File: config.mk
export PLATFORM = sky130hd
export DESIGN_NAME = gvp_stream_packer
export DESIGN_NICKNAME = d
export VERILOG_FILES = /design/src/rtl/gvp_pkg.sv /design/src/rtl/gvp_sync_fifo.sv /design/src/rtl/gvp_stream_packer.sv
export SDC_FILE = /design/constraint.sdc
export NUM_CORES = 2
export LEC_CHECK = 0
export CAP_MARGIN = 20
export CORE_MARGIN = 2
export CORE_UTILIZATION = 30
export DETAILED_ROUTE_END_ITERATION = 6
export GPL_ROUTABILITY_DRIVEN = 1
export HOLD_SLACK_MARGIN = 0.08
export PLACE_DENSITY = 0.45
export SLEW_MARGIN = 20
export SYNTH_ARGS = -nofsm -noshare
export SYNTH_HDL_FRONTEND = slang
export SYNTH_SLANG_ARGS = --single-unit
File: constraint.sdc
create_clock -name a_clk -period 11.7 [get_ports a_clk]
set_input_delay 1.755 -clock a_clk [delete_from_list [all_inputs] [get_ports a_clk]]
set_output_delay 1.755 -clock a_clk [all_outputs]
set_load 0.02 [all_outputs]
File: src/rtl/gvp_pkg.sv
// Shared definitions for the GVP stream packer: store codes, header layout,
// full-header size and the option-mask location.
package gvp_pkg;

  typedef enum logic [1:0] {
    STORE_NONE = 2'd0,
    STORE_DATA = 2'd1,
    STORE_HDR  = 2'd2,
    STORE_END  = 2'd3
  } store_t;

  localparam int HDR_STORE_LSB = 30;
  localparam int HDR_LEN_LSB   = 16;
  localparam int HDR_IDX_LSB   = 0;
  localparam int FULL_WORDS    = 4;
  localparam int OPT_MASK_OFS  = 16;

  function automatic logic [7:0] popcount32(input logic [31:0] v);
    logic [7:0] n;
    n = 8'd0;
    for (int i = 0; i < 32; i++) n = n + 8'(v[i]);
    return n;
  endfunction

  function automatic logic [31:0] make_hdr(input logic [1:0] store,
                                           input logic [7:0] len,
                                           input logic [15:0] idx);
    logic [31:0] h;
    h = '0;
    h[HDR_STORE_LSB +: 2] = store;
    h[HDR_LEN_LSB +: 8]   = len;
    h[HDR_IDX_LSB +: 16]  = idx;
    return h;
  endfunction

endpackage

File: src/rtl/gvp_sync_fifo.sv
// Single-clock first-word-fall-through FIFO; the head word is visible on
// rd_data whenever the FIFO is not empty.
module gvp_sync_fifo #(
  parameter int WIDTH    = 33,
  parameter int DEPTH_N2 = 6
) (
  input  logic                a_clk,
  input  logic                reset,
  input  logic                wr_en,
  input  logic [WIDTH-1:0]    wr_data,
  input  logic                rd_en,
  output logic [WIDTH-1:0]    rd_data,
  output logic [DEPTH_N2:0]   level,
  output logic                full,
  output logic                empty
);

  localparam int DEPTH = 1 << DEPTH_N2;

  logic [WIDTH-1:0]    mem [DEPTH];
  logic [DEPTH_N2-1:0] wr_ptr;
  logic [DEPTH_N2-1:0] rd_ptr;
  logic                push;
  logic                pop;

  assign full  = (level == (DEPTH_N2+1)'(DEPTH));
  assign empty = (level == '0);
  assign push  = wr_en && !full;
  assign pop   = rd_en && !empty;

  // Head word reads as zero when empty so tdata is clean out of reset.
  assign rd_data = empty ? '0 : mem[rd_ptr];

  always_ff @(posedge a_clk) begin
    if (push) mem[wr_ptr] <= wr_data;
  end

  always_ff @(posedge a_clk) begin
    if (reset) begin
      wr_ptr <= '0;
      rd_ptr <= '0;
      level  <= '0;
    end else begin
      if (push) wr_ptr <= wr_ptr + 1'b1;
      if (pop)  rd_ptr <= rd_ptr + 1'b1;
      case ({push, pop})
        2'b10:   level <= level + 1'b1;
        2'b01:   level <= level - 1'b1;
        default: level <= level;
      endcase
    end
  end

endmodule

File: src/rtl/gvp_stream_packer.sv
// Snapshots GVP store events into framed 32-bit packets, buffers them and
// streams them out over AXI-Stream, pausing the core when headroom runs low.
//
//   state  | meaning
//   S_IDLE | waiting for a trigger that fits in the FIFO
//   S_HDR  | writing the header word
//   S_FULL | writing the 4 full-header words (index, time lo, time hi, options)
//   S_DATA | writing selected channels, lowest channel first
module gvp_stream_packer
  import gvp_pkg::*;
#(
  parameter int NUM_CH        = 8,
  parameter int FIFO_DEPTH_N2 = 6,
  parameter int MAX_PKT       = 13
) (
  input  logic                     a_clk,
  input  logic                     reset,
  input  logic [1:0]               store_data,
  input  logic [31:0]              options,
  input  logic [31:0]              gvp_index,
  input  logic [47:0]              gvp_time,
  input  logic [NUM_CH*32-1:0]     src_data,
  output logic [31:0]              M_AXIS_tdata,
  output logic                     M_AXIS_tvalid,
  input  logic                     M_AXIS_tready,
  output logic                     M_AXIS_tlast,
  output logic                     stall,
  output logic                     overflow,
  output logic [31:0]              drop_count,
  output logic [FIFO_DEPTH_N2:0]   fifo_level
);

  localparam int FIFO_DEPTH = 1 << FIFO_DEPTH_N2;
  localparam int CW         = (NUM_CH > 1) ? $clog2(NUM_CH) : 1;

  typedef enum logic [1:0] {S_IDLE, S_HDR, S_FULL, S_DATA} state_t;

  state_t            state;
  logic [1:0]        prev_store;
  logic [31:0]       prev_index;
  logic [1:0]        cap_store;
  logic [7:0]        cap_len;
  logic [31:0]       cap_index;
  logic [47:0]       cap_time;
  logic [31:0]       cap_opts;
  logic [31:0]       cap_ch [NUM_CH];
  logic [NUM_CH-1:0] rem_mask;
  logic [NUM_CH-1:0] rem_next;
  logic [CW-1:0]     sel;
  logic [1:0]        full_cnt;

  logic [NUM_CH-1:0] mask;
  logic [7:0]        len;
  logic [31:0]       free_words;
  logic              trig;
  logic              accept;
  logic              drop;

  logic              wr_en;
  logic [31:0]       wr_word;
  logic              wr_last;
  logic              fifo_full;
  logic              fifo_empty;

  assign mask       = options[OPT_MASK_OFS +: NUM_CH];
  assign len        = 8'd1 + ((store_data >= STORE_HDR) ? 8'(FULL_WORDS) : 8'd0)
                      + popcount32(32'(mask));
  assign free_words = 32'(FIFO_DEPTH) - 32'(fifo_level);
  // A held store (decimation) repeats the same {store, index} and must not retrigger.
  assign trig   = (store_data != STORE_NONE) &&
                  ({store_data, gvp_index} != {prev_store, prev_index});
  assign accept = trig && (state == S_IDLE) && (free_words >= 32'(len));
  assign drop   = trig && !accept;

  always_ff @(posedge a_clk) begin
    if (reset) begin
      prev_store <= '0;
      prev_index <= '0;
    end else begin
      prev_store <= store_data;
      prev_index <= gvp_index;
    end
  end

  always_comb begin
    sel = '0;
    for (int c = NUM_CH - 1; c >= 0; c--) begin
      if (rem_mask[c]) sel = CW'(c);
    end
    rem_next = rem_mask & ~(NUM_CH'(1) << sel);
  end

  always_ff @(posedge a_clk) begin
    if (reset) begin
      state     <= S_IDLE;
      cap_store <= '0;
      cap_len   <= '0;
      cap_index <= '0;
      cap_time  <= '0;
      cap_opts  <= '0;
      rem_mask  <= '0;
      full_cnt  <= '0;
      for (int c = 0; c < NUM_CH; c++) cap_ch[c] <= '0;
    end else begin
      case (state)
        S_IDLE: begin
          if (accept) begin
            cap_store <= store_data;
            cap_len   <= len;
            cap_index <= gvp_index;
            cap_time  <= gvp_time;
            cap_opts  <= options;
            rem_mask  <= mask;
            full_cnt  <= 2'(FULL_WORDS - 1);
            for (int c = 0; c < NUM_CH; c++) cap_ch[c] <= src_data[32*c +: 32];
            state     <= S_HDR;
          end
        end
        S_HDR: begin
          if (cap_store >= STORE_HDR) state <= S_FULL;
          else if (rem_mask == '0)    state <= S_IDLE;
          else                        state <= S_DATA;
        end
        S_FULL: begin
          if (full_cnt == 2'd0) state <= (rem_mask == '0) ? S_IDLE : S_DATA;
          else                  full_cnt <= full_cnt - 2'd1;
        end
        S_DATA: begin
          rem_mask <= rem_next;
          if (rem_next == '0) state <= S_IDLE;
        end
        default: state <= S_IDLE;
      endcase
    end
  end

  always_comb begin
    wr_en   = (state != S_IDLE) && !fifo_full;
    wr_word = '0;
    wr_last = 1'b0;
    case (state)
      S_HDR: begin
        wr_word = make_hdr(cap_store, cap_len, cap_index[15:0]);
        wr_last = (cap_store < STORE_HDR) && (rem_mask == '0);
      end
      S_FULL: begin
        case (full_cnt)
          2'd3:    wr_word = cap_index;
          2'd2:    wr_word = cap_time[31:0];
          2'd1:    wr_word = {16'h0, cap_time[47:32]};
          default: wr_word = cap_opts;
        endcase
        wr_last = (full_cnt == 2'd0) && (rem_mask == '0);
      end
      S_DATA: begin
        wr_word = cap_ch[sel];
        wr_last = (rem_next == '0);
      end
      default: ;
    endcase
  end

  always_ff @(posedge a_clk) begin
    if (reset) begin
      overflow   <= 1'b0;
      drop_count <= '0;
      stall      <= 1'b0;
    end else begin
      if (drop) begin
        overflow <= 1'b1;
        if (drop_count != 32'hFFFF_FFFF) drop_count <= drop_count + 32'd1;
      end
      stall <= (free_words < 32'(2 * MAX_PKT)) || (state != S_IDLE);
    end
  end

  gvp_sync_fifo #(
    .WIDTH    (33),
    .DEPTH_N2 (FIFO_DEPTH_N2)
  ) u_fifo (
    .a_clk   (a_clk),
    .reset   (reset),
    .wr_en   (wr_en),
    .wr_data ({wr_last, wr_word}),
    .rd_en   (M_AXIS_tready),
    .rd_data ({M_AXIS_tlast, M_AXIS_tdata}),
    .level   (fifo_level),
    .full    (fifo_full),
    .empty   (fifo_empty)
  );

  assign M_AXIS_tvalid = !fifo_empty;

endmodule

Word-level counts from Yosys, hierarchy flattened

Memories as Yosys holds them, arrays and structs flattened. A register that Yosys moved wholly into a read port is not among the register bits.
Index checks and enable logic that the tools add are counted.

Flip-flop bits (word level): 221
Memory bits (writable): 2,368
Input port bits: 373
Output and inout bits: 75
Logic and storage cells: 136
Memories kept: 2

$add $sub $neg: 16
Magnitude comparators: 5
Equal/unequal tests: 15
Shifts and indexed selects: 1
Muxes and demuxes: 43
Bitwise operators: 10
Reduce and logical (&&, ||, !) cells: 28

Memory list:

| name       | words | width | rd ports | clocked after Yosys merged registers in | write ports | RTL line                | source |
|---|---|---|---|---|---|---|---|
| u_fifo.mem | 64    | 33    | 1        | 1                                       | 1           | gvp_sync_fifo.sv:20     | `logic [WIDTH-1:0] mem [DEPTH];` |
| cap_ch     | 8     | 32    | 1        | 0                                       | 8           | gvp_stream_packer.sv:46 | `logic [31:0] cap_ch [NUM_CH];` |

Operators by type and width:

| cell                  | number |
|---|---|
| $mux 32               | 8 |
| $pmux 32 s3           | 2 |
| $ne 34x34->1          | 1 |
| $mux 33               | 1 |
| $add 32x1->32 const B | 1 |
| $ge 32x8->1           | 1 |
| $lt 32x5->1 const B   | 1 |
| $ne 32x32->1 const B  | 1 |
| $mux 3                | 9 |
| $logic_not 8->1       | 2 |
| $pmux 8 s2            | 1 |
| $mux 2                | 7 |
| $pmux 7 s2            | 1 |
| $add 6x1->6 const B   | 2 |
| $mux 6                | 2 |
| $eq 2x2->1 const B    | 5 |
| $reduce_bool 2->1     | 5 |
| $logic_and 1x1->1     | 9 |
| $add 4x8->8           | 1 |
| $add 7x1->8           | 1 |
| $and 8x8->8           | 1 |
| $mux 1                | 8 |
| $mux 8                | 1 |
| $ne 2x2->1 const B    | 4 |
| other kinds (27)      | 43 |

Logic depth before layout (Yosys ltp)

Depth in word-level cells: 15
Gate-level depth with buffers: 18
Mapped depth without buffers: 15

Cells and area by module

A second synthesis with hierarchy kept.

Cells, all modules: 5,618
Area, all modules: 102,759.8 sq um

Modules (own cells, without submodules):

| module            | instances | cells each | area each (sq um) | seq. area each (sq um) |
|---|---|---|---|---|
| gvp_sync_fifo     | 1         | 3,559      | 82,150.0          | 63,921.3 |
| gvp_stream_packer | 1         | 2,059      | 20,609.8          | 11,651.2 |

Worst setup path after synthesis

No wires, ideal clock.

Kind: input to register
From: in options[16]
To: mem cap_ch[0][0], enable pin
Library setup time: 1.950 ns
Arrival time: 9.615 ns
Required time: 9.750 ns
Slack: 0.135 ns
Stages on the path: 16
Path buffers: 2
Cells stage by stage: inv_1 > ha_1 > fa_1 > fa_1 > fa_1 > inv_1 > fa_1 > inv_1 > ha_1 > a211oi_1 > o211ai_2 > a21oi_1 > nand3b_1 > buf_2 > clkbuf_1 > nand2_1

RTL lines:

| element            | RTL line                | source |
|---|---|---|
| start: declaration | gvp_stream_packer.sv:19 | `input logic [31:0] options,` |
| end: declaration   | gvp_stream_packer.sv:46 |  |

==> results.cfg <==
[power_and_ir_drop]
combPwrFrac_pct = 27.3
power_density_nw_per_um2 = 230.2
p_total_mw = 28.12
seqPwrFrac_pct = 40.8
p_sw_mw = 8.987
switching_share_pct = 31.95
intPower_mw = 19.14
vdd_drop_max_mv = 0.3500
cellLeakagePower_nw = 38.41
power_frac_clock_pct = 32.0

[die]
rows = 213
die_h_um = 586.5
die_w_um = 586.5
initial_core_util_pct = 30.20
die-area_um2 = 344000
core_um2 = 337100
num_io_pins = 448

[timing]
maxSlewViolCount = 0
relSlewSlack_pct = 20.43
fin_skew_ps = 64.26
rsz0062_at_grt = false
fin_crit_sh_pct = 64.55
fin_tns_setup_ps = 0
layout_min_cycle_time_ps = 7552
setup_violations = 0
tightest_slew_ps = 1160
finalHoldViolCount = 0
fmax_ghz = 0.1324

[synth]
synth-seq-cells = 2591
netlist_instances = 5300
syn_nets = 5704
syn_avg_cell_area_um2 = 19.21
syn-cell-area_um2 = 101800
ys.warnings.count = 0
synth_cell_types = 77
synthArstFlopShare_pct = 0
yosysSeqAreaShare_pct = 74.24
synth-main-ff-cell = edfxtp_1
synth-edff-count = 2368

[placed_design]
numPortBuffers = 447
dpl.hpwl_um = 187800
dpl_cell_area_um2 = 112900
gp_congestion = 0.8380

[setup_path]
r2r_start = u_fifo.level[0]
r2r-end = u_fifo.mem[8][31]
reg2reg_slack_ps = 6540
worstPathMaxFanout = 68
required_ps = 9950
crit_path_start_kind = flop
path_class = flop to output port
worst_ep_arrival_time_ps = 5800
crit_path_end_kind = output port
ff2ff_path_depth = 9

[grt]
grt_overflow = 0
grt_max_degree = 229
grtUsageMet3_pct = 3.083
grt_first_pass_wirelength_um = 445300
track_usage_pct = 18.25
grt-busiest-layer = met2
grtUsageMet2_pct = 30.11
use_met1_pct = 24.66
first_global_vias = 55589
antenna_found_initial = 51

[clock_tree]
cts_hold_buffers = 0
cts_tree = built
clockRootBuffer = clkbuf_16
cts_buffers = 294
clkLatencyLatePin_ps = 910
path_clk_slew_ps = 60
htreeDepth = 5
max-clock-path-buffers = 4
cts_sinks = 2591
cts_setup_buffers = 0
cts_resized = 0

[finish]
regArea_um2 = 75600
multi_input_area_um2 = 25610
final_nets = 6263
area_delta_synth_final_pct = 20.00
n_fill_cell = 31306
layout-drive-gt1-share_pct = 22.15
final_area_um2 = 122200

[hold_path]
hold_start = cap_index[2]
worstHoldEndpoint = cap_index[2]
whs_path_depth = 2
holdCritPathClass = flop to flop

[drt]
dr.first_iter.drc_count = 5122
viasPerCell = 5.106
detail_route.first_pass.iterations = 6
num_vias = 54205
wl_per_cell_um = 30.31
drc_errors = 0
routed_wl_um = 321800
ant_nets = 0

[run_status]
outcome = finished clean

[flow_run]
cap_viol_max_count = 0
==> Yosys cell counts, drive strengths merged, types with 4 or more instances <==
cell | count | share of area [%]
nor2 | 126 | 0.46
mux2i | 72 | 0.71
nor4 | 5 | 0.031
clkbuf | 253 | 0.93
and3 | 200 | 1.2
o22ai | 35 | 0.22
or3 | 15 | 0.093
dfxtp | 223 | 4.4
and4 | 4 | 0.037
o31a | 4 | 0.034
fa | 5 | 0.098
a31oi | 71 | 0.44
xor2 | 21 | 0.18
nand2 | 423 | 1.6
o31ai | 6 | 0.044
o211ai | 6 | 0.049
nor3 | 15 | 0.085
a222oi | 16 | 0.16
edfxtp | 2368 | 70
and2 | 6 | 0.037
a22oi | 33 | 0.24
buf | 98 | 0.46
a211oi | 8 | 0.076
xnor2 | 41 | 0.35
a21o | 6 | 0.044
inv | 39 | 0.14
nand3 | 31 | 0.17
or4 | 9 | 0.066
nor2b | 106 | 0.65
o21ai | 67 | 0.33
o221ai | 65 | 0.56
a21oi | 177 | 0.87
ha | 26 | 0.32
nand4 | 16 | 0.10
mux4 | 660 | 15
nand2b | 6 | 0.037
==> cells by family (layout without fill, tap and decap cells) <==
| group | count (synthesis) | after routing | share of synthesized area [%] |
|---|---|---|---|
| multiplexers | 733 | 733 | 15.32 |
| AO/OA/AOI/OAI | 515 | 515 | 3.252 |
| adder cells (fa/ha/maj) | 32 | 32 | 0.4277 |
| XOR/XNOR | 62 | 62 | 0.5334 |
| flip-flops | 2591 | 2591 | 74.24 |
| other | 0 | 21 | 0 |
| AND/OR/NAND/NOR | 977 | 977 | 4.693 |
| buffers and inverters | 390 | 1170 | 1.536 |
==> worst max path at each step <==
stage	from	end	slack [ps]	depth (start not counted)
2_1_floorplan	options[16]	cap_ch[0][0]	130	16
3_5_place_dp	options[18]	cap_ch[2][10]	3980	17
4_1_cts	flop	M_AXIS_tdata[21]	3900	7
5_1_grt	flop	M_AXIS_tdata[22]	3880	7
6_report	flop	M_AXIS_tdata[22]	4150	7
3_3_place_gp	options[18]	rem_mask[5]	3700	17
==> layout make-up <==
cell class                      count  area share, %
Sequential cell                  2591          61.88
Clock inverter                    136          1.048
Multi-Input combinational cell   2319          20.96
Tap cell                         4515          4.624
Antenna cell                       21        0.04302
Inverter                           39         0.1219
Clock buffer                      381          6.496
Timing Repair Buffer              614          4.822
==> sequential cells by signal, indices dropped and copies added (netlist names), named ones only <==
signal / count
prev_index: 32
drop_count: 32
prev_store: 2
cap_len: 4
overflow: 1
u_fifo.level: 7
cap_ch: 256
cap_index: 32
rem_mask: 8
u_fifo.mem: 2112
state: 2
cap_time: 48
u_fifo.rd_ptr: 6
full_cnt: 2
cap_store: 2
stall: 1
cap_opts: 32
u_fifo.wr_ptr: 6
==> metal layers <==
| metal | up-vias | part of all wire (%) |
|---|---|---|
| li1 | 22748 | - |
| met1 | 29313 | 43 |
| met2 | 1647 | 48 |
| met3 | 453 | 5.5 |
| met4 | 44 | 3.1 |
| met5 | - | 0.094 |
==> worst max-delay path: stages, from the launching register on <==
cell	delay (ps)
dfxtp_4	630
buf_12	530
buf_4	710
mux4_2	590
mux4_2	530
mux2i_1	610
o22ai_1	510
clkdlybuf4s50_1	670
==> cell usage in the layout, fill, tap and decap left out, types with 21 or more instances in the layout <==
cell type        Yosys  final
and3_1             200    200
a21oi_1            177    150
edfxtp_1          2368   2368
clkbuf_16            0    303
o221ai_1            65     65
a21oi_4              0     26
nand3_1             28     28
mux2i_1             72     70
dfxtp_1            223    217
xor2_1              21     21
nor2b_1            106    106
o21ai_0             66     66
ha_1                26     25
a31oi_1             71     65
clkinv_2             0     33
nor2_4               0     65
buf_4                1    155
inv_1               39     38
a22oi_1             33     33
nand2_1            422    421
xnor2_1             41     41
clkdlybuf4s50_1      0    446
clkbuf_1           252     72
o22ai_1             35     34
nor2_1             126     61
diode_2              0     21
mux4_2             660    660
clkinv_1             0     60
==> stage by stage <==
stage | cells | worst slack, ps | hold WS [ps] | util (%)
6_report | 10616 | 4148 | 453.4 | 36.24
5_1_grt | 10596 | 3881 | 472.1 | 36.22
4_1_cts | 10594 | 3903 | 454.1 | 36.21
3_5_place_dp | 10077 | 3978 | 446.0 | 33.48
3_3_place_gp | 10076 | 3702 | 441.6 | 33.47
2_1_floorplan | 5300 | 135.0 | 435.7 | -
==> power by group through the flow <==
stage / combinational, mW / sequential (mW) / clock (mW)
3_3_place_gp: 7.77 / 11.7 / 0
6_report: 7.67 / 11.5 / 8.99
5_1_grt: 8.15 / 11.5 / 9.53
3_5_place_dp: 7.82 / 11.7 / 0
2_1_floorplan: 4.71 / 11.6 / 0
4_1_cts: 7.82 / 11.5 / 9.20
No activity file was read; power rests on OpenSTA's default activity.
